## src/rtl/proc_run_sequencer.sv

```systemverilog
// Run-control sequencer: multi-program launch, branching, stall, saturating
// cycle/retired counters and sticky PC-overflow / illegal-program error.
module proc_run_sequencer #(
  parameter int PC_W        = 11,
  parameter int NUM_PROGS   = 4,
  parameter int PROG_STRIDE = 512,
  parameter int CYC_W       = 16,
  parameter int SEL_W       = 2
) (
  input  logic             Clk,
  input  logic             Reset,
  input  logic             Start,
  input  logic [SEL_W-1:0] ProgSel,
  input  logic             Stall,
  input  logic             BranchEn,
  input  logic             BranchAbs,
  input  logic [PC_W-1:0]  Target,
  input  logic             Halt,
  output logic [PC_W-1:0]  ProgCtr,
  output logic             PcValid,
  output logic             Busy,
  output logic             Ack,
  output logic             Err,
  output logic [CYC_W-1:0] CycleCt,
  output logic [CYC_W-1:0] InstrCt
);

  typedef enum logic [1:0] {
    IDLE = 2'd0,
    LOAD = 2'd1,
    RUN  = 2'd2,
    DONE = 2'd3
  } state_t;

  localparam logic [PC_W-1:0]  PC_MAX  = {PC_W{1'b1}};
  localparam logic [CYC_W-1:0] CNT_MAX = {CYC_W{1'b1}};

  state_t           state_r;
  state_t           nextState_s;
  logic [PC_W-1:0]  nextPc_s;
  logic             nextErr_s;
  logic [CYC_W-1:0] nextCyc_s;
  logic [CYC_W-1:0] nextIns_s;

  function automatic logic selIllegal(input logic [SEL_W-1:0] sel);
    logic [31:0] selWide;
    selWide = 32'(sel);
    if (selWide >= 32'(NUM_PROGS)) begin
      return 1'b1;
    end else begin
      return 1'b0;
    end
  endfunction

  // Entry address wraps into the PC range; illegal selections launch at 0.
  function automatic logic [PC_W-1:0] entryOf(input logic [SEL_W-1:0] sel);
    if (selIllegal(sel)) begin
      return {PC_W{1'b0}};
    end else begin
      return PC_W'(32'(sel) * 32'(PROG_STRIDE));
    end
  endfunction

  function automatic logic [CYC_W-1:0] satInc(input logic [CYC_W-1:0] cnt);
    if (cnt == CNT_MAX) begin
      return cnt;
    end else begin
      return cnt + CYC_W'(1);
    end
  endfunction

  // Next-state and next-register computation.
  always_comb begin
    nextState_s = state_r;
    nextPc_s    = ProgCtr;
    nextErr_s   = Err;
    nextCyc_s   = CycleCt;
    nextIns_s   = InstrCt;
    case (state_r)
      IDLE: begin
        if (Start) begin
          nextState_s = LOAD;
        end else begin
          nextState_s = IDLE;
        end
      end
      LOAD: begin
        nextPc_s  = entryOf(ProgSel);
        nextCyc_s = {CYC_W{1'b0}};
        nextIns_s = {CYC_W{1'b0}};
        if (Start) begin
          nextErr_s   = 1'b0;
          nextState_s = LOAD;
        end else begin
          nextErr_s   = selIllegal(ProgSel);
          nextState_s = RUN;
        end
      end
      RUN: begin
        nextCyc_s = satInc(CycleCt);
        if (Stall) begin
          nextPc_s = ProgCtr;
        end else begin
          nextIns_s = satInc(InstrCt);
          if (Halt) begin
            nextState_s = DONE;
          end else if (BranchEn) begin
            // Relative targets are two's complement; wrapping is legal.
            if (BranchAbs) begin
              nextPc_s = Target;
            end else begin
              nextPc_s = ProgCtr + Target;
            end
          end else if (ProgCtr == PC_MAX) begin
            nextErr_s   = 1'b1;
            nextState_s = DONE;
          end else begin
            nextPc_s = ProgCtr + PC_W'(1);
          end
        end
      end
      DONE: begin
        if (Start) begin
          nextState_s = LOAD;
        end else begin
          nextState_s = DONE;
        end
      end
      default: begin
        nextState_s = IDLE;
      end
    endcase
  end

  // State, datapath registers and state-decoded flags registered together.
  always_ff @(posedge Clk or posedge Reset) begin
    if (Reset) begin
      state_r <= IDLE;
      ProgCtr <= {PC_W{1'b0}};
      Err     <= 1'b0;
      CycleCt <= {CYC_W{1'b0}};
      InstrCt <= {CYC_W{1'b0}};
      PcValid <= 1'b0;
      Busy    <= 1'b0;
      Ack     <= 1'b0;
    end else begin
      state_r <= nextState_s;
      ProgCtr <= nextPc_s;
      Err     <= nextErr_s;
      CycleCt <= nextCyc_s;
      InstrCt <= nextIns_s;
      PcValid <= (nextState_s == RUN);
      Busy    <= (nextState_s == RUN) || (nextState_s == LOAD);
      Ack     <= (nextState_s == DONE);
    end
  end

endmodule

```

## config.mk

```make
export PLATFORM = sky130hd
export DESIGN_NAME = proc_run_sequencer
export DESIGN_NICKNAME = d
export VERILOG_FILES = /design/src/rtl/proc_run_sequencer.sv
export SDC_FILE = /design/constraint.sdc
export NUM_CORES = 1
export LEC_CHECK = 0
export CAP_MARGIN = 5
export CORE_MARGIN = 8
export CORE_UTILIZATION = 44
export DETAILED_ROUTE_END_ITERATION = 7
export GPL_TIMING_DRIVEN = 0
export PLACE_DENSITY = 0.77
export SYNTH_ARGS = -nofsm -noshare
export SYNTH_HDL_FRONTEND = slang
export SYNTH_SLANG_ARGS = --single-unit
```

## constraint.sdc

```tcl
create_clock -name Clk -period 2.2 [get_ports Clk]
set_input_delay 0.44 -clock Clk [delete_from_list [all_inputs] [get_ports Clk]]
set_output_delay 0.44 -clock Clk [all_outputs]
set_load 0.05 [all_outputs]
```

==> results of run 1 <==
==> per-stage QoR <==
step / cell area, um2 / setup slack [ps] / util (%) / power (W)
2_1_floorplan: 3332 / -46.07 / - / 0.002018
3_3_place_gp: 4116 / -528.6 / 56.75 / 0.002402
3_5_place_dp: 4136 / -580.3 / 57.03 / 0.002435
4_1_cts: 4293 / -0.8862 / 59.19 / 0.002983
5_1_grt: 4394 / -77.45 / 60.58 / 0.003225
6_report: 4394 / 28.26 / 60.58 / 0.003023
==> worst max-delay path, delay by kind of cell, from the launching register on <==
| kind | cells | cell delay (ps) |
|---|---|---|
| AOI/OAI and AO/OA | 3 | 610 |
| DFF | 1 | 470 |
| and+or+nand+nor | 2 | 150 |
| adders and majority gates | 2 | 390 |
| buffers and inverters | 2 | 220 |
| muxes | 1 | 210 |
==> Yosys cell counts (3+ instances only) <==
library cell and n:
o2111ai_1 3, a311oi_1 3, xnor2_1 12, o21a_1 5, nor3_1 7, nor4_1 4, nand3_1 17, and2_1 5
o211ai_1 6, nor2_1 41, or3_1 5, nor3b_1 3, nand2b_1 4, a211oi_1 3, buf_2 4, clkbuf_1 6
nand2_1 34, and3_1 6, ha_1 15, xor2_1 13, nor2b_1 5, o22ai_1 7, inv_1 11, o31ai_1 4
o21ai_0 32, nand4_1 11, dfrtp_1 49, a31oi_1 4, a21oi_1 17, mux2i_1 3
==> power breakdown <==
part	internal [W]	switching, W
sequential	0.00100	0.000131
clock	0.000227	0.000291
combinational	0.000510	0.000865
==> cells by family after synthesis <==
family                   share of synthesized area [%]
buffers and inverters                            3.451
multiplexers                                     1.251
AO/OA/AOI/OAI                                    21.08
AND/OR/NAND/NOR                                  24.12
flip-flops                                       37.16
XOR/XNOR                                         6.636
adder cells (fa/ha/maj)                          6.295
==> area by class of cell <==
class                      instances  area, um2  share of cell area, %
buffer                            13      67.56                  1.538
clock buffer                       6      72.57                  1.651
sequential                        49       1235                  28.10
multi-input combinational        303       2086                  47.47
inverter                          11      41.29                 0.9396
timing repair buffer              76      754.5                  17.17
clock inverter                     2      13.76                 0.3132
tap                               99      123.9                  2.819
==> per-layer routing <==
metal  vias up  GRT usage, %  wire length (um)
met2        89         28.27              4292
met3         6         3.511               537
met5         -             0                 0
met1      1495         21.52              3883
li1       1556             -                 -
met4         0         2.822                65
==> path summary, 6_finish.rpt <==
| kind | start | endpoint | depth (start not counted) |
|---|---|---|---|
| worst min-delay path | Reset | CycleCt[14] | 2 |
| worst max-delay path | ProgCtr[0] | ProgCtr[8] | 10 |
| max in group asynchronous | Reset | InstrCt[0] | 3 |
| worst max register to register | ProgCtr[0] | ProgCtr[8] | 10 |
| worst min register to register | CycleCt[4] | CycleCt[4] | 1 |
| min in group Clk | CycleCt[4] | CycleCt[4] | 1 |
==> registers in the layout, summed over array words and instances, names as in the netlist <==
name and flops:
Ack 1, PcValid 1, state_r 2, ProgCtr 11, CycleCt 16, InstrCt 16
Err 1, Busy 1
==> repair_timing <==
item                       4_1_cts  5_1_grt
gates cloned                     0        0
setup buffers                    4        5
pin swaps                        7        9
setup endpoints to repair        8       23
gates resized for setup         10       25
==> results.sh, run 1 <==
export IMPL_tritoncts="yes"
export IMPL_fillCellCount=666
export IMPL_vias_per_cell=5.628
export IMPL_yosys_warnings=0
export IMPL_synth_area_leader_cell="dfrtp_1"
export IMPL_antenna_found_initial=0
export IMPL_slowest_stage="dfrtp_2"
export IMPL_drcViolationCount=0
export IMPL_rows=31
export IMPL_drt_pass1_iterations=5
export IMPL_fin_crit_sh_pct=98.72
export IMPL_min_path_type="in2async"
export IMPL_arrival_ps=2340
export IMPL_grt_max_degree=41
export IMPL_rsz0062_at_grt="yes"
export IMPL_vdd_ir_drop_max_mv=0.4568
export IMPL_synthDistinctLibCells=63
export IMPL_ios=67
export IMPL_setup_viol=0
export IMPL_die_area_mm2=0.01053
export IMPL_clk_latency_ps=290
export IMPL_place_inst=543
export IMPL_avgSynthCellArea_um2=8.752
export IMPL_cp_cell_sequence="ha_4, inv_1, fa_2, nor2b_1, o31a_1, buf_6, nor2_4, mux2i_1, o311a_1, o22ai_1"
export IMPL_grt_pass1_vias=2988
export IMPL_clock_sinks=49
export IMPL_coreArea_mm2=0.007253
export IMPL_crit_path_start_kind="register"
export IMPL_clkTransAtPathRegs_ps=90
export IMPL_layout_drive_gt1_share_pct=13.70
export IMPL_final_common_cell="clkdlybuf4s50_1"
export IMPL_holdWs_ps=375.7
export IMPL_dp_hpwl_mm=6.563
export IMPL_endpoint_kind="register"
export IMPL_cts_buffers=5
export IMPL_grt_use_total_pct=16.68
export IMPL_synthTopCellsByArea="dfrtp_1 (37%), ha_1 (5.7%), o21ai_0 (4.9%), nor2_1 (4.7%), nand2_1 (3.9%)"
export IMPL_finalNonFillerCells=559
export IMPL_ys_ff_latch=49
export IMPL_grt_ovfl_total=0
export IMPL_finalHoldViolations=0
export IMPL_max_stage_delay_ps=470
export IMPL_cts_root_buf="clkbuf_8"
export IMPL_nNetsFinal=495
export IMPL_place_gp_congestion=0.8996
export IMPL_drtAntennaViolNets=0
export IMPL_grt_pass1_wl_mm=14.27
export IMPL_status="finished, final reports clean"
export IMPL_syn_nets=413
export IMPL_die_y_um=102.6
export IMPL_skew_ps=5.995
export IMPL_fin_tns_setup_ps=0
export IMPL_p_leak_nw=1.773
export IMPL_area_growth_synth_to_final_pct=33.18
export IMPL_synth_edff_count=0
export IMPL_setup_worst_path_class="reg2reg"
export IMPL_cts_htree_levels=2
export IMPL_reg2reg_slack_ps=30
export IMPL_numPortBuffers=66
export IMPL_wirelength_mm=8.778
export IMPL_synthCells=377
export IMPL_synth_top_area_share_pct=37.16
export IMPL_synthArstFlopShare_pct=100.0
export IMPL_clock_fmax_mhz=460.5
export IMPL_vias=3146
export IMPL_dr_first_iter_drc_count=116
export IMPL_period_minus_slack_ps=2172
export IMPL_worst_pin_slew_ps=518.3
export IMPL_holdBufCountCts=0
export IMPL_clk_path_buf_depth=2
export IMPL_maxCapViolCount=0
export IMPL_path_max_fanout=5
export IMPL_wl_per_cell_um=15.70
export IMPL_maxSlewHeadroom_pct=65.34
export IMPL_mostFrequentLayoutCells="clkdlybuf4s50_1 (62), dfrtp_1 (42), nor2_1 (40)"
export IMPL_slew_viol_final=0
export IMPL_ys_flop_type="dfrtp_1"
export IMPL_fp_dieW_um=102.6
export IMPL_diodes=0
export IMPL_synth_cell_area_mm2=0.003299
export IMPL_synth_yosys_seq_area_share_pct=37.16
export IMPL_start_util_pct=45.49
export IMPL_worstPathRequired_ps=2370
export IMPL_p_per_area_mw_per_mm2=688.0
Note: power is estimated with default switching activity, not from simulation.
==> run 2: changes to the inputs <==
Settings changed: GPL_ROUTABILITY_DRIVEN from default to 1, SLEW_MARGIN from default to 20.
==> run 2 against run 1 <==
Wire length up 0.99%. Global-route usage up 0.20 points. Clock skew up 3.0 ps. Largest cell class unchanged. Final area up 0.77%. Sequential power about the same. Sequential cell count unchanged. Die area unchanged.
==> results.sh, run 2 (synthesized netlist as in run 1, its figures left out) <==
export IMPL_nNetsFinal=497
export IMPL_grt_pass1_wl_mm=14.49
export IMPL_grt_max_degree=29
export IMPL_drt_pass1_iterations=4
export IMPL_fin_tns_setup_ps=0
export IMPL_wirelength_mm=8.865
export IMPL_vias=3136
export IMPL_r2r_end="InstrCt[15]"
export IMPL_maxCapViolCount=0
export IMPL_critPathBufInv=2
export IMPL_grt_use_total_pct=16.88
export IMPL_grt_busiest_layer="met2"
export IMPL_cp_endpoint="ProgCtr[10]"
export IMPL_finalHoldViolations=0
export IMPL_vias_per_cell=5.590
export IMPL_status="finished, final reports clean"
export IMPL_crit_path_start_kind="primary input"
export IMPL_clk_path_buf_depth=2
export IMPL_diodes=0
export IMPL_p_leak_nw=1.799
export IMPL_die_y_um=102.6
export IMPL_grt_ovfl_total=0
export IMPL_report_power_total_w=0.003070
export IMPL_max_stage_delay_ps=490
export IMPL_fin_crit_sh_pct=97.76
export IMPL_slew_viol_final=0
export IMPL_met2_usage_pct=28.62
export IMPL_clock_sinks=49
export IMPL_vdd_ir_drop_max_mv=0.4031
export IMPL_cp_cell_sequence="clkdlybuf4s50_1, ha_2, o211a_1, a211oi_2, o21bai_4, buf_4, a311oi_1, a211o_1"
export IMPL_sequentialPowerShare_pct=36.9
export IMPL_fp_dieW_um=102.6
export IMPL_multi_input_area_mm2=0.002103
export IMPL_drcViolationCount=0
export IMPL_wl_per_cell_um=15.80
export IMPL_min_path_type="in2async"
export IMPL_final_common_cell="clkdlybuf4s50_1"
export IMPL_critical_path_depth=8
export IMPL_drtAntennaViolNets=0
export IMPL_period_minus_slack_ps=2151
export IMPL_numPortBuffers=66
export IMPL_dr_first_iter_drc_count=154
export IMPL_skew_ps=9.018
export IMPL_setup_worst_path_class="in2reg"
export IMPL_arrival_ps=2330
export IMPL_setup_ws_ps=49.26
export IMPL_maxSlewHeadroom_pct=65.04
export IMPL_antenna_found_initial=0
export IMPL_pwr_share_comb_pct=45.9
export IMPL_seqCellArea_mm2=0.001234
export IMPL_grt_pass1_vias=3022
export IMPL_cts_buffers=5
export IMPL_p_per_area_mw_per_mm2=693.3
export IMPL_die_area_mm2=0.01053
export IMPL_coreArea_mm2=0.007253
export IMPL_worstPathRequired_ps=2380
export IMPL_clock_fmax_mhz=465.0
export IMPL_fillCellCount=648
export IMPL_holdWs_ps=474.3
export IMPL_gr_usage_met1_pct=22.24
export IMPL_cpLargestDelayFamily="compound AO/OA/AOI/OAI gates"
export IMPL_rows=31
export IMPL_slowest_stage="clkdlybuf4s50_1"
export IMPL_clock_power_share_pct=17.2
export IMPL_cts_root_buf="clkbuf_8"
export IMPL_layout_drive_gt1_share_pct=13.85
export IMPL_top_regs="CycleCt (16), InstrCt (16), ProgCtr (11)"
export IMPL_tritoncts="yes"
export IMPL_r2r_start="state_r[0]"
export IMPL_ios=67
export IMPL_worst_pin_slew_ps=522.7
export IMPL_clkTransAtPathRegs_ps=90
export IMPL_clk_latency_ps=300
export IMPL_swShare_pct=42.99
export IMPL_crit_path_start="Target[7]"
export IMPL_internal_power_w=0.001750
export IMPL_cts_htree_levels=2
export IMPL_met3_usage_pct=2.971
export IMPL_reg2reg_depth=7
export IMPL_setup_viol=0
export IMPL_path_max_fanout=5
export IMPL_place_gp_congestion=0.8996
export IMPL_preCtsSetupSlack_ps=-589.0
export IMPL_rsz0062_at_grt="yes"
export IMPL_mostFrequentLayoutCells="clkdlybuf4s50_1 (60), dfrtp_1 (43), nor2_1 (40)"
export IMPL_endpoint_kind="register"
export IMPL_start_util_pct=45.49
export IMPL_final_core_util_pct=61.05
export IMPL_area_growth_synth_to_final_pct=34.21
export IMPL_dp_hpwl_mm=6.642
export IMPL_reg2reg_slack_ps=50
export IMPL_p_sw_w=0.001320
==> run 2: per-layer routing <==
metal  vias up  share of wire [%]
li1       1558                  -
met1      1498                 45
met2        78                 50
met3         2                5.2
met4         0               0.45
met5         -                  0
==> run 2: final cells by class <==
class / count / share of cell area [%]
clock inverters: 2 / 0.3108
flip-flops and latches: 49 / 27.86
plain buffers: 14 / 1.724
clock buffers: 6 / 1.639
multi-input cells: 303 / 47.50
well taps: 99 / 2.797
inverters: 11 / 0.9325
repair buffers: 77 / 17.24
==> run 2: power by group through the flow <==
| stage | Combinational [W] | Sequential, W | Clock (W) |
|---|---|---|---|
| 5_1_grt | 0.00152 | 0.00115 | 0.000584 |
| 3_3_place_gp | 0.00126 | 0.00114 | 0 |
| 4_1_cts | 0.00132 | 0.00112 | 0.000539 |
| 2_1_floorplan | 0.000604 | 0.00141 | 0 |
| 3_5_place_dp | 0.00129 | 0.00114 | 0 |
| 6_report | 0.00141 | 0.00113 | 0.000527 |
==> run 2: worst min-delay path by stage <==
stage                          start    endpoint
after CTS                      Reset     PcValid
after detailed placement  CycleCt[4]  CycleCt[4]
after global placement    InstrCt[1]  InstrCt[1]
after floorplan           state_r[1]  state_r[0]
final                          Reset  CycleCt[7]
after global routing           Reset  CycleCt[4]
==> run 2: stage by stage <==
step	area, um2	std cells
floorplan	3332	377
global placement	4116	542
detailed placement	4136	543
CTS	4292	553
global route	4428	561
finish	4428	561
==> run 2: worst register-to-register path: cells and delay by family (launching register included) <==
kind | cells | cell delay, ps
flip-flops | 1 | 460
buffers and inverters | 1 | 200
XOR/XNOR | 1 | 160
AND/OR/NAND/NOR | 5 | 1210
==> run 2: repair_timing <==
action | CTS | global route
buffers inserted | 2 | 8
hold buffers | 0 | 0
endpoints found under the setup margin | 5 | 20
gates resized for setup | 10 | 25
pin swaps | 6 | 9
